**config.mk**
```make
export PLATFORM = sky130hd
export DESIGN_NAME = data_read_controller_flat
export DESIGN_NICKNAME = d
export VERILOG_FILES = /design/src/rtl/num_ram_pkg.sv /design/src/rtl/data_read_controller_if.sv /design/src/rtl/rd_skid_fifo.sv /design/src/rtl/data_read_controller.sv /design/src/flat_wrapper.sv
export SDC_FILE = /design/constraint.sdc
export NUM_CORES = 1
export LEC_CHECK = 0
export ABC_AREA = 1
export CORE_ASPECT_RATIO = 0.6
export CORE_MARGIN = 2
export CORE_UTILIZATION = 29
export DETAILED_ROUTE_END_ITERATION = 7
export GPL_TIMING_DRIVEN = 0
export PLACE_DENSITY = 0.62
export SLEW_MARGIN = 20
export SYNTH_ARGS = -nofsm -noshare
export SYNTH_HDL_FRONTEND = slang
export SYNTH_SLANG_ARGS = --single-unit
```
**constraint.sdc**
```tcl
create_clock -name clk -period 7.45 [get_ports clk]
set_clock_uncertainty 0.1 [all_clocks]
set_input_delay 1.49 -clock clk [delete_from_list [all_inputs] [get_ports clk]]
set_output_delay 1.49 -clock clk [all_outputs]
set_load 0.03 [all_outputs]
```
**src/rtl/num_ram_pkg.sv**
```systemverilog
// Shared types for the number-RAM read and write paths: address/word widths,
// and the read controller's state encoding.
package num_ram_pkg;

    localparam int ADDR_W = 11;
    localparam int DATA_W = 32;

    typedef logic [ADDR_W-1:0]        addr_t;
    typedef logic signed [DATA_W-1:0] word_t;

    typedef enum logic [1:0] {
        IDLE   = 2'd0,
        RUN    = 2'd1,
        FINISH = 2'd2
    } rd_state_t;

endpackage

```
**src/rtl/data_read_controller_if.sv**
```systemverilog
// Bundle of the read controller's control, RAM-read and output-stream signals.
// master is the controller side, slave is the RAM/stream/sequencer side.
interface data_read_controller_if;
    import num_ram_pkg::*;

    logic  start;
    addr_t total_count;
    logic  ram_rd_en;
    addr_t ram_rd_addr;
    word_t ram_rd_data;
    word_t out_data;
    logic  out_valid;
    logic  out_ready;
    logic  busy;
    addr_t read_count;
    logic  done;

    modport master (
        input  start, total_count, ram_rd_data, out_ready,
        output ram_rd_en, ram_rd_addr, out_data, out_valid, busy, read_count, done
    );

    modport slave (
        output start, total_count, ram_rd_data, out_ready,
        input  ram_rd_en, ram_rd_addr, out_data, out_valid, busy, read_count, done
    );

endinterface

```
**src/rtl/rd_skid_fifo.sv**
```systemverilog
// Two-entry first-word-fall-through buffer between the RAM read pipe and the
// output stream. A push into an empty buffer becomes visible the next cycle.
module rd_skid_fifo
    import num_ram_pkg::*;
(
    input  logic       clk,
    input  logic       rst_n,
    input  logic       push_i,
    input  word_t      push_data_i,
    input  logic       pop_i,
    output word_t      head_o,
    output logic       full_o,
    output logic       empty_o,
    output logic [1:0] count_o
);

    word_t      mem_q [2];
    logic       wr_ptr_q;
    logic       rd_ptr_q;
    logic [1:0] count_q;
    logic       do_push;
    logic       do_pop;

    assign full_o  = (count_q == 2'd2);
    assign empty_o = (count_q == 2'd0);
    assign count_o = count_q;
    assign do_push = push_i && !full_o;
    assign do_pop  = pop_i && !empty_o;
    assign head_o  = empty_o ? '0 : mem_q[rd_ptr_q];

    // NOTE: the storage array has no reset; head_o is masked while empty so stale contents never leak out.
    always_ff @(posedge clk) begin
        if (do_push) begin
            mem_q[wr_ptr_q] <= push_data_i;
        end
    end

    // NOTE: sequential state uses non-blocking assignments only, so every register sees pre-edge values.
    always_ff @(posedge clk or negedge rst_n) begin
        if (!rst_n) begin
            wr_ptr_q <= 1'b0;
            rd_ptr_q <= 1'b0;
            count_q  <= 2'd0;
        end else begin
            if (do_push) begin
                wr_ptr_q <= !wr_ptr_q;
            end
            if (do_pop) begin
                rd_ptr_q <= !rd_ptr_q;
            end
            if (do_push && !do_pop) begin
                count_q <= count_q + 2'd1;
            end else if (do_pop && !do_push) begin
                count_q <= count_q - 2'd1;
            end
        end
    end

endmodule

```
**src/rtl/data_read_controller.sv**
```systemverilog
// Streams words 0..count-1 from the number RAM onto a valid/ready stream,
// holding at most two words outstanding (in flight plus buffered).
module data_read_controller
    import num_ram_pkg::*;
#(
    parameter int RD_LATENCY = 1
) (
    input logic                    clk,
    input logic                    rst_n,
    data_read_controller_if.master bus
);

    rd_state_t             state_q, state_d;
    addr_t                 count_q, count_d;
    addr_t                 issue_addr_q, issue_addr_d;
    addr_t                 read_count_q, read_count_d;
    addr_t                 rd_addr_q, rd_addr_d;
    logic                  rd_en_q, rd_en_d;
    logic [RD_LATENCY-1:0] pipe_q;

    logic       fifo_push;
    logic       fifo_full;
    logic       fifo_empty;
    logic [1:0] fifo_cnt;
    logic [2:0] inflight;
    logic [2:0] credit_used;
    logic       xfer;

    assign fifo_push = pipe_q[RD_LATENCY-1];
    assign xfer      = !fifo_empty && bus.out_ready;

    rd_skid_fifo u_fifo (
        .clk         (clk),
        .rst_n       (rst_n),
        .push_i      (fifo_push),
        .push_data_i (bus.ram_rd_data),
        .pop_i       (xfer),
        .head_o      (bus.out_data),
        .full_o      (fifo_full),
        .empty_o     (fifo_empty),
        .count_o     (fifo_cnt)
    );

    // Registered occupancy only: a word popped this cycle frees its slot next cycle.
    always_comb begin
        inflight = {2'b00, rd_en_q};
        for (int i = 0; i < RD_LATENCY; i++) begin
            inflight = inflight + {2'b00, pipe_q[i]};
        end
        credit_used = inflight + {1'b0, fifo_cnt};
    end

    // NOTE: every always_comb output gets a default first so no path infers a latch.
    always_comb begin
        state_d      = state_q;
        count_d      = count_q;
        issue_addr_d = issue_addr_q;
        read_count_d = read_count_q;
        rd_en_d      = 1'b0;
        rd_addr_d    = rd_addr_q;

        case (state_q)
            IDLE: begin
                if (bus.start) begin
                    count_d      = bus.total_count;
                    issue_addr_d = '0;
                    read_count_d = '0;
                    state_d      = (bus.total_count == '0) ? FINISH : RUN;
                end
            end
            RUN: begin
                if (issue_addr_q < count_q && credit_used < 3'd2 && !fifo_full) begin
                    rd_en_d      = 1'b1;
                    rd_addr_d    = issue_addr_q;
                    issue_addr_d = issue_addr_q + addr_t'(1);
                end
                if (xfer) begin
                    read_count_d = read_count_q + addr_t'(1);
                    if (read_count_d == count_q) begin
                        state_d = FINISH;
                    end
                end
            end
            FINISH: begin
                state_d = IDLE;
            end
            default: begin
                state_d = IDLE;
            end
        endcase
    end

    always_ff @(posedge clk or negedge rst_n) begin
        if (!rst_n) begin
            state_q      <= IDLE;
            count_q      <= '0;
            issue_addr_q <= '0;
            read_count_q <= '0;
            rd_en_q      <= 1'b0;
            rd_addr_q    <= '0;
            pipe_q       <= '0;
        end else begin
            state_q      <= state_d;
            count_q      <= count_d;
            issue_addr_q <= issue_addr_d;
            read_count_q <= read_count_d;
            rd_en_q      <= rd_en_d;
            rd_addr_q    <= rd_addr_d;
            pipe_q[0]    <= rd_en_q;
            for (int i = 1; i < RD_LATENCY; i++) begin
                pipe_q[i] <= pipe_q[i-1];
            end
        end
    end

    assign bus.ram_rd_en   = rd_en_q;
    assign bus.ram_rd_addr = rd_addr_q;
    assign bus.out_valid   = !fifo_empty;
    assign bus.busy        = (state_q == RUN);
    assign bus.done        = (state_q == FINISH);
    assign bus.read_count  = read_count_q;

endmodule
```
**src/flat_wrapper.sv**
```systemverilog
// flat-port wrapper written by rule: the top's interface ports become plain ports
module data_read_controller_flat import num_ram_pkg::*;
#(
    parameter int RD_LATENCY = 1
)
  (clk, rst_n, bus_start, bus_total_count, bus_ram_rd_data, bus_out_ready, bus_ram_rd_en, bus_ram_rd_addr, bus_out_data, bus_out_valid, bus_busy, bus_read_count, bus_done);
  data_read_controller_if bus_i ();
  input logic clk;
  input logic rst_n;
  input wire logic [$bits(bus_i.start)-1:0] bus_start;
  input wire logic [$bits(bus_i.total_count)-1:0] bus_total_count;
  input wire logic [$bits(bus_i.ram_rd_data)-1:0] bus_ram_rd_data;
  input wire logic [$bits(bus_i.out_ready)-1:0] bus_out_ready;
  output wire logic [$bits(bus_i.ram_rd_en)-1:0] bus_ram_rd_en;
  output wire logic [$bits(bus_i.ram_rd_addr)-1:0] bus_ram_rd_addr;
  output wire logic [$bits(bus_i.out_data)-1:0] bus_out_data;
  output wire logic [$bits(bus_i.out_valid)-1:0] bus_out_valid;
  output wire logic [$bits(bus_i.busy)-1:0] bus_busy;
  output wire logic [$bits(bus_i.read_count)-1:0] bus_read_count;
  output wire logic [$bits(bus_i.done)-1:0] bus_done;
  assign bus_i.start = bus_start;
  assign bus_i.total_count = bus_total_count;
  assign bus_i.ram_rd_data = bus_ram_rd_data;
  assign bus_i.out_ready = bus_out_ready;
  assign bus_ram_rd_en = bus_i.ram_rd_en;
  assign bus_ram_rd_addr = bus_i.ram_rd_addr;
  assign bus_out_data = bus_i.out_data;
  assign bus_out_valid = bus_i.out_valid;
  assign bus_busy = bus_i.busy;
  assign bus_read_count = bus_i.read_count;
  assign bus_done = bus_i.done;
  data_read_controller #(.RD_LATENCY(RD_LATENCY)) u_core (.clk(clk), .rst_n(rst_n), .bus(bus_i));
endmodule
```
Word level (Yosys, flattened, before mapping)
Memory sizes are Yosys's and may differ from the RTL's.
Cells that the tools add are included.
Cells by class
  mux-type cells: 17
  reduce and logical (&&, ||, !) cells: 23
  equal/unequal tests: 8
  magnitude comparators: 2
  $add $sub $neg: 6
Operators by type and width (number)
  $pmux W11 S2: 2
  $mux W11: 3
  $mux W32: 1
  $add A11 B1 Y11 const B: 2
  $mux W2: 6
  $eq A11 B11 Y1: 1
  $logic_not A11 Y1: 1
  $lt A11 B11 Y1: 1
  $reduce_and A3 Y1: 3
  $logic_and A1 B1 Y1: 7
  $logic_not A1 Y1: 6
  $ne A2 B1 Y1 const B: 3
  $eq A2 B2 Y1 const B: 2
  $logic_not A2 Y1: 2
  $mux W1: 4
  $pmux W2 S2: 1
  $reduce_and A2 Y1: 2
  $reduce_bool A2 Y1: 2
  $add A3 B2 Y3: 1
  $lt A3 B2 Y1 const B: 1
  $add A1 B1 Y2: 1
  $add A2 B1 Y2 const B: 1
  $eq A2 B1 Y1 const B: 1
  $ne A2 B2 Y1 const B: 1
  $sub A2 B1 Y2 const B: 1
Word-level totals
  input port bits: 47
  memories kept: 1
  register bits after elaboration: 52
  bits in writable memories: 64
Memory list
  u_core.u_fifo.mem_q: words 2, width 32, rd ports 1, clocked after memory_dff 0, write ports 1, RTL line rd_skid_fifo.sv:17  | word_t mem_q [2];

Depth between registers and ports, before layout
Gate-level depths: netlist (run 1).
  depth in word-level cells: 7
  depth in mapped cells: 13

Cells and area by module
Synthesis (run 1) repeated with hierarchy kept, for this count alone.
Second synthesis, totals
  cell total of the unflattened synthesis: 561
  area total of the unflattened synthesis: 5429.0 um^2
By module, submodules not included
  rd_skid_fifo: area an instance 2730.1 um^2, cells each 203, times used 1
  data_read_controller: area an instance 2698.8 um^2, cells each 358, times used 1

Worst setup path after synthesis (run 1)
OpenSTA, ideal clock, no wires.
  path type: register to output
  start: register u_core.u_fifo.rd_ptr_q
  end: output port bus_out_data[10]
  arrival time: 1.417 ns
  path slack: 4.443 ns
  cell stages (with the launch flop): 6
  cells stage by stage: dfrtp_1 > clkbuf_1 > clkinv_1 > clkbuf_1 > nand2_1 > a21oi_1
Between the ends
  cells in the longest elaborated chain, start to end: 2
RTL lines
  start: declaration: RTL line rd_skid_fifo.sv:19  | logic rd_ptr_q;
  start signal: assignment: RTL line rd_skid_fifo.sv:49  | rd_ptr_q <= !rd_ptr_q;
  $mem_v2 Z2 W32
  $mux W32: RTL line rd_skid_fifo.sv:29  | assign head_o = empty_o ? '0 : mem_q[rd_ptr_q];
  end: declaration: RTL line flat_wrapper.sv:16  | output wire logic [$bits(bus_i.out_data)-1:0] bus_out_data;
No other way between the ends.

Worst setup path in the final report (run 1)
  start: register u_core.u_fifo.rd_ptr_q
  end: output port bus_out_data[18]
The elaborated chain is that of the path after synthesis.

==> impl_results.md, run 1 <==
- Status: finished, final reports clean
- CTS sink cnt: 116
- Worst EP arrival: 2490 ps
- Clock latency on the worst-skew pair: 410 ps
- Min Tclk post-route: 4083 ps
- Final setup margin: 3367 ps
- Final Power: 3.198 mW
- Clock Tree Buf Depth: 2
- TritonCTS clock tree: yes
- Synthesized area: 5329 µm²
- GR Util All Layers: 14.56%
- Commonest non-fill, non-tap cells in the layout: nand2_1, clkdlybuf4s50_1, edfxtp_1, dfrtp_1, a21oi_1
- Initial Utilization: 29.57%
- Sum of negative setup slack: 0 ps
- Reg2Reg Setup Slack: 4990 ps
- Commonest non-fill, non-tap cell in the layout: nand2_1
- Die height: 109 µm
- Post-CTS setup buffer count: 0
- Clock Root Buffer: clkbuf_16
- Critical-path maximum fanout: 10
- Worst r2r dst: u_core.issue_addr_q[0]
- Die area: 19,510 µm²
- LEAKAGE: 2.995 nW
- Worst Hold End: u_core.fifo_push
- Hold Crit Start: u_core.bus.ram_rd_en
- IO Port Bufs: 104
- Final Hold Slack: 309.1 ps
- Row count: 38
- Crit path required time: 5860 ps
- Post-route DRC violation count: 0
- Post-Place Cell Area: 6730 µm²
- Post-synthesis sequential area ratio: 60.48%
- Final setup viols: 0
- RSZ-0062 raised after global routing: no
- Least-Margin Pin Slew: 720.5 ps
- Post-CTS sizing: 0
- Post-synth EDFFs: 64
- Final Hold Viols: 0
- Initial antenna violation count: 1
- Worst VDD drop: 0.1670 mV
- Synthesized net count: 610
- H-tree levels: 4
- Core box area: 18,020 µm²
- Avg Vias per Cell: 4.484
- CTS Buf Count: 17
- Share of cells above drive strength 1: 9.329%
- Pwr dens: 433.8 nW/µm²
- Critical path class: register to primary output
- Hold/Removal Path Class: register to register
- Pins Over Slew Limit: 0
- Hpwl dp: 9.731 mm
- Worst Hold Path Cells: 0
- Worst R2R Start: u_core.bus.ram_rd_en
- Number of DRC markers in iteration 0: 245
- Crit share post-route: 54.81%
- Post-DRT Antenna Nets: 0
- Syn Area/Cell: 9.724 µm²
- Worst r2r path cells: 11
- Hold buffer count at CTS: 0
- CP Launch Type: register
- FMAX: 244.9 MHz
- Design area: 7372 µm²
- Clock Pin Slew Worst Setup and Hold Paths: 60 ps
- Seq cells post-synth: 116
- Synth Warn #: 0
- Nets: 735
- Vias in the first global route: 3,959
- WL/cell: 14.65 µm
- Area Growth Syn to Fin: 38.34%
- Cells after Synth: 548
- Vias: 4,157
- Max-Cap Viols: 0
- Post-detailed-routing wire length: 13.58 mm
- CP Capture Type: primary output
- Top-level I/O count: 105
- Final GP Congestion: 0.8081
- Yosys cell types: 33
- First-pass GRT wire length: 21.22 mm
- Largest net degree at the start of global routing: 53
- Grt ovf: 0
- Post-synth ARST share: 44.83%
- Synth Flop Type: edfxtp_1
- Dpl ws: 3754 ps
- Max-Slew Margin vs Limit: 51.97%
- Die width: 179 µm
- First-pass detailed-route iteration total: 5
==> area by class of cell <==
class,count,area [µm²]
Fill cell,1749,10650
Sequential cell,116,3223
Multi-Input combinational cell,366,1867
Timing Repair Buffer,106,1086
Clock buffer,17,425.4
Tap cell,240,300.3
Clock inverter,15,214.0
Inverter,49,183.9
Buffer,17,70.07
Antenna cell,1,2.502
==> kinds of logic after synthesis <==
family | after synthesis | synth area share [%]
multiplexers | 1 | 0.2113
flip-flops | 116 | 60.48
buffers and inverters | 66 | 4.766
XOR/XNOR | 6 | 1.245
AND/OR/NAND/NOR | 258 | 21.13
adder cells (fa/ha/maj) | 15 | 3.663
AO/OA/AOI/OAI | 86 | 8.500
==> cells in the mapped netlist, types with 2 or more instances <==
cell / instances / area (µm²)
xor2_1: 3 / 26.28
o21ai_0: 17 / 85.08
clkinv_1: 2 / 7.510
inv_2: 3 / 11.26
nor4_1: 5 / 31.28
a21oi_1: 47 / 235.2
ha_1: 14 / 175.2
dfrtp_1: 52 / 1301
nand4_1: 10 / 62.56
buf_2: 2 / 10.01
o22ai_1: 8 / 50.05
nand3_2: 3 / 30.03
nor2_2: 5 / 31.28
nor2_1: 36 / 135.1
nand2_1: 158 / 593.1
xnor2_1: 2 / 17.52
nand3_1: 28 / 140.1
edfxtp_1: 64 / 1922
clkbuf_1: 14 / 52.55
o21ai_1: 10 / 50.05
inv_1: 44 / 165.2
nand2_2: 5 / 31.28
nor2_4: 4 / 45.04
nor3_1: 3 / 15.01
==> flip-flops by register name, summed over array words and instances, names as in the netlist <==
| register | cells |
|---|---|
| u_core.bus.ram_rd_addr | 11 |
| u_core.bus.ram_rd_en | 1 |
| u_core.bus.read_count | 11 |
| u_core.count_q | 11 |
| u_core.fifo_push | 1 |
| u_core.issue_addr_q | 11 |
| u_core.state_q | 2 |
| u_core.u_fifo.count_o | 2 |
| u_core.u_fifo.mem_q | 64 |
| u_core.u_fifo.rd_ptr_q | 1 |
| u_core.u_fifo.wr_ptr_q | 1 |
==> where the power goes <==
group          internal (mW)  leakage [nW]  switching (mW)
clock network          0.570         0.312           0.325
registers              0.846          1.22          0.0930
logic                  0.486          1.46           0.878
total                   1.90          3.00            1.30
==> per-layer routing <==
| metal | global-route usage [%] | up-vias | share of wire, % |
|---|---|---|---|
| met4 | 4.413 | 0 | 0.67 |
| li1 | - | 2100 | - |
| met2 | 19.84 | 155 | 39 |
| met3 | 4.393 | 10 | 8.1 |
| met1 | 21.87 | 1892 | 52 |
| met5 | 0 | - | 0 |
==> critical path, cell delays in order (launching register included) <==
cell and delay (ps):
dfrtp_1 360, clkbuf_1 160, clkinv_1 170, clkbuf_1 410, nand2_1 90, a21oi_1 150
clkdlybuf4s50_1 750
==> metrics by stage <==
| step | cells | utilization (%) |
|---|---|---|
| final | 927 | 40.91 |
| after detailed placement | 894 | 37.35 |
| after CTS | 926 | 40.90 |
| after global routing | 926 | 40.90 |
| after global placement | 892 | 37.02 |
| after floorplan | 548 | - |
==> how the worst max path moves through the flow <==
stage | start | to | depth (start not counted)
2_1_floorplan | u_core.u_fifo.rd_ptr_q | bus_out_data[10] | 5
3_3_place_gp | rst_n | u_core.fifo_push | 1
3_5_place_dp | u_core.u_fifo.rd_ptr_q | bus_out_data[18] | 6
4_1_cts | u_core.u_fifo.rd_ptr_q | bus_out_data[18] | 6
5_1_grt | u_core.u_fifo.rd_ptr_q | bus_out_data[20] | 6
6_report | u_core.u_fifo.rd_ptr_q | bus_out_data[18] | 6
No activity file was read; power rests on OpenSTA's default activity.
==> inputs of run 2 (changes only) <==
--- a/config.mk
+++ b/config.mk
@@ -11,7 +11,7 @@
 export CORE_UTILIZATION = 29
 export DETAILED_ROUTE_END_ITERATION = 7
 export GPL_TIMING_DRIVEN = 0
-export PLACE_DENSITY = 0.62
+export PLACE_DENSITY = 0.64
 export SLEW_MARGIN = 20
 export SYNTH_ARGS = -nofsm -noshare
 export SYNTH_HDL_FRONTEND = slang
==> constraint.sdc (replaced) <==
create_clock -name clk -period 3.4 [get_ports clk]
set_clock_uncertainty 0.1 [all_clocks]
set_input_delay 0.68 -clock clk [delete_from_list [all_inputs] [get_ports clk]]
set_output_delay 0.68 -clock clk [all_outputs]
set_load 0.03 [all_outputs]
==> impl_results.md, run 2 (synthesized netlist as in run 1, its figures left out) <==
- Status: finished, final reports clean
- Clock Pin Slew Worst Setup and Hold Paths: 60 ps (about the same)
- IO Port Bufs: 104 (unchanged)
- Avg Vias per Cell: 4.540 (+1.2%)
- Die width: 179 µm (unchanged)
- H-tree levels: 4 (unchanged)
- Post-CTS setup buffer count: 0 (unchanged)
- Post-detailed-routing wire length: 13.51 mm (-0.51%)
- Critical-path maximum fanout: 10 (unchanged)
- Area Growth Syn to Fin: 38.13%
- Commonest non-fill, non-tap cell in the layout: nand2_1
- Worst r2r dst: u_core.issue_addr_q[6]
- Final core utilization: 40.85% (-0.062 points)
- Filler Cell Count: 1,732 (-0.97%)
- TritonCTS clock tree: yes
- Worst VDD drop: 0.3164 mV (+89%)
- Crit share post-route: 93.96%
- N_diodes: 0 (-1)
- Worst R2R Start: u_core.bus.ram_rd_en
- Most flop-heavy register: u_core.u_fifo.mem_q
- Max-Slew Margin vs Limit: 54.44% (+2.5 points)
- Number of DRC markers in iteration 0: 371 (+51%)
- Hold/Removal Path Class: primary input to async pin
- Final Hold Viols: 0 (unchanged)
- FMAX: 313.0 MHz
- Clock latency on the worst-skew pair: 410 ps (about the same)
- Post-route DRC violation count: 0 (unchanged)
- CP Capture Type: primary output
- Largest net degree at the start of global routing: 53 (unchanged)
- Worst r2r path cells: 11 (unchanged)
- First-pass detailed-route iteration total: 5 (unchanged)
- Grt ovf: 0 (unchanged)
- Flip-flop and latch area: 3223 µm² (unchanged)
- Final setup margin: 205.2 ps (-3161 ps)
- LEAKAGE: 3.002 nW (+0.21%)
- Hold buffer count at CTS: 0 (unchanged)
- Least-Margin Pin Slew: 683.3 ps (-37.12 ps)
- Row count: 38 (unchanged)
- CTS Buf Count: 17 (unchanged)
- Final Power: 6.945 mW (+120%)
- CTS sink cnt: 116 (unchanged)
- GR Util All Layers: 14.36% (-0.20 points)
- Nets: 735 (unchanged)
- Min Tclk post-route: 3195 ps
- Post-DRT Antenna Nets: 0 (unchanged)
- Pwr dens: 943.6 nW/µm² (+120%)
- Crit path required time: 2620 ps (-3240 ps)
- Max-Cap Viols: 0 (unchanged)
- Max reg flops: 64 (unchanged)
- Final setup viols: 0 (unchanged)
- Multi-input logic area: 1867 µm² (unchanged)
- Worst EP arrival: 2410 ps (-80 ps)
- Initial Utilization: 29.57% (unchanged)
- Pins Over Slew Limit: 0 (unchanged)
- Vias in the first global route: 3,912 (-1.2%)
- Core box area: 18,020 µm² (unchanged)
- Final Hold Slack: 208.0 ps (-101.1 ps)
- Die area: 19,510 µm² (unchanged)
- Die height: 109 µm (unchanged)
- CP Launch Type: register
- Layout Cells excl Fill: 926 (-0.11%)
- RSZ-0062 raised after global routing: no
- Vias: 4,204 (+1.1%)
- Commonest non-fill, non-tap cells in the layout: nand2_1, clkdlybuf4s50_1, edfxtp_1, dfrtp_1, a21oi_1
- Clock Root Buffer: clkbuf_16
- Reg2Reg Setup Slack: 930 ps (-4060 ps)
- First-pass GRT wire length: 21.00 mm (-1.0%)
- Final GP Congestion: 0.8195 (+1.4%)
- Post-CTS sizing: 0 (unchanged)
- Initial antenna violation count: 0 (-1)
- Top-level I/O count: 105 (unchanged)
- Dpl ws: 514.9 ps (-3239 ps)
- Placed insts: 894 (unchanged)
- Critical path class: register to primary output
- Hpwl dp: 9.855 mm (+1.3%)
- Share of cells above drive strength 1: 9.767% (+0.44 points)
- Clock Tree Buf Depth: 2 (unchanged)
- WL/cell: 14.59 µm (-0.40%)
## run 2: cell count changes in the layout (fill, tap and decap cells not counted)
cell,previous run,this run
buf_1,0,1
buf_12,1,0
buf_16,1,2
bufinv_16,4,3
clkbuf_1,14,10
clkbuf_2,0,4
clkinv_2,1,0
clkinv_4,1,3
clkinvlp_4,1,0
diode_2,1,0
## run 2: report_power, final
part	internal, mW	switching, mW
Sequential	1.85	0.207
Combinational	1.08	1.92
Clock	1.18	0.705
## run 2: layout make-up
cell class                 instances  area share [%]
sequential                       116           43.79
tap                              240           4.080
multi-input combinational        366           25.36
clock buffer                      18           5.830
clock inverter                    14           2.567
timing repair buffer             106           14.86
inverter                          49           2.499
buffer                            17           1.020
## run 2: routing by layer
| metal | vias up | wire (µm) | GRT usage (%) | part of all wire [%] |
|---|---|---|---|---|
| met1 | 1975 | 6945 | 21.81 | 51 |
| met3 | 7 | 922 | 3.591 | 6.8 |
| li1 | 2104 | - | - | - |
| met5 | - | 0 | 0 | 0 |
| met4 | 0 | 87 | 4.007 | 0.64 |
| met2 | 118 | 5552 | 20.03 | 41 |
## run 2: worst max path at each step
stage / startpoint / slack, ps / to
final: u_core.u_fifo.rd_ptr_q / 210 / bus_out_data[10]
after global routing: u_core.u_fifo.rd_ptr_q / 10 / bus_out_data[10]
after CTS: u_core.u_fifo.rd_ptr_q / 70 / bus_out_data[20]
after detailed placement: u_core.u_fifo.rd_ptr_q / 510 / bus_out_data[20]
after global placement: rst_n / -200 / u_core.u_fifo.count_o[1]
after floorplan: u_core.u_fifo.count_o[0] / 880 / u_core.u_fifo.mem_q[1][0]
## run 2: worst max-delay path, stage by stage (launching register included)
cell	delay [ps]
dfrtp_1	320
clkbuf_1	270
clkbuf_1	420
nand2_1	110
a21oi_1	180
clkdlybuf4s50_1	710
## run 2: through the flow
step | area, µm² | TNS (ps)
after global routing | 7361 | 0
after floorplan | 5329 | 0
final | 7361 | 0
after detailed placement | 6738 | 0
after CTS | 7356 | 0
after global placement | 6670 | -13690
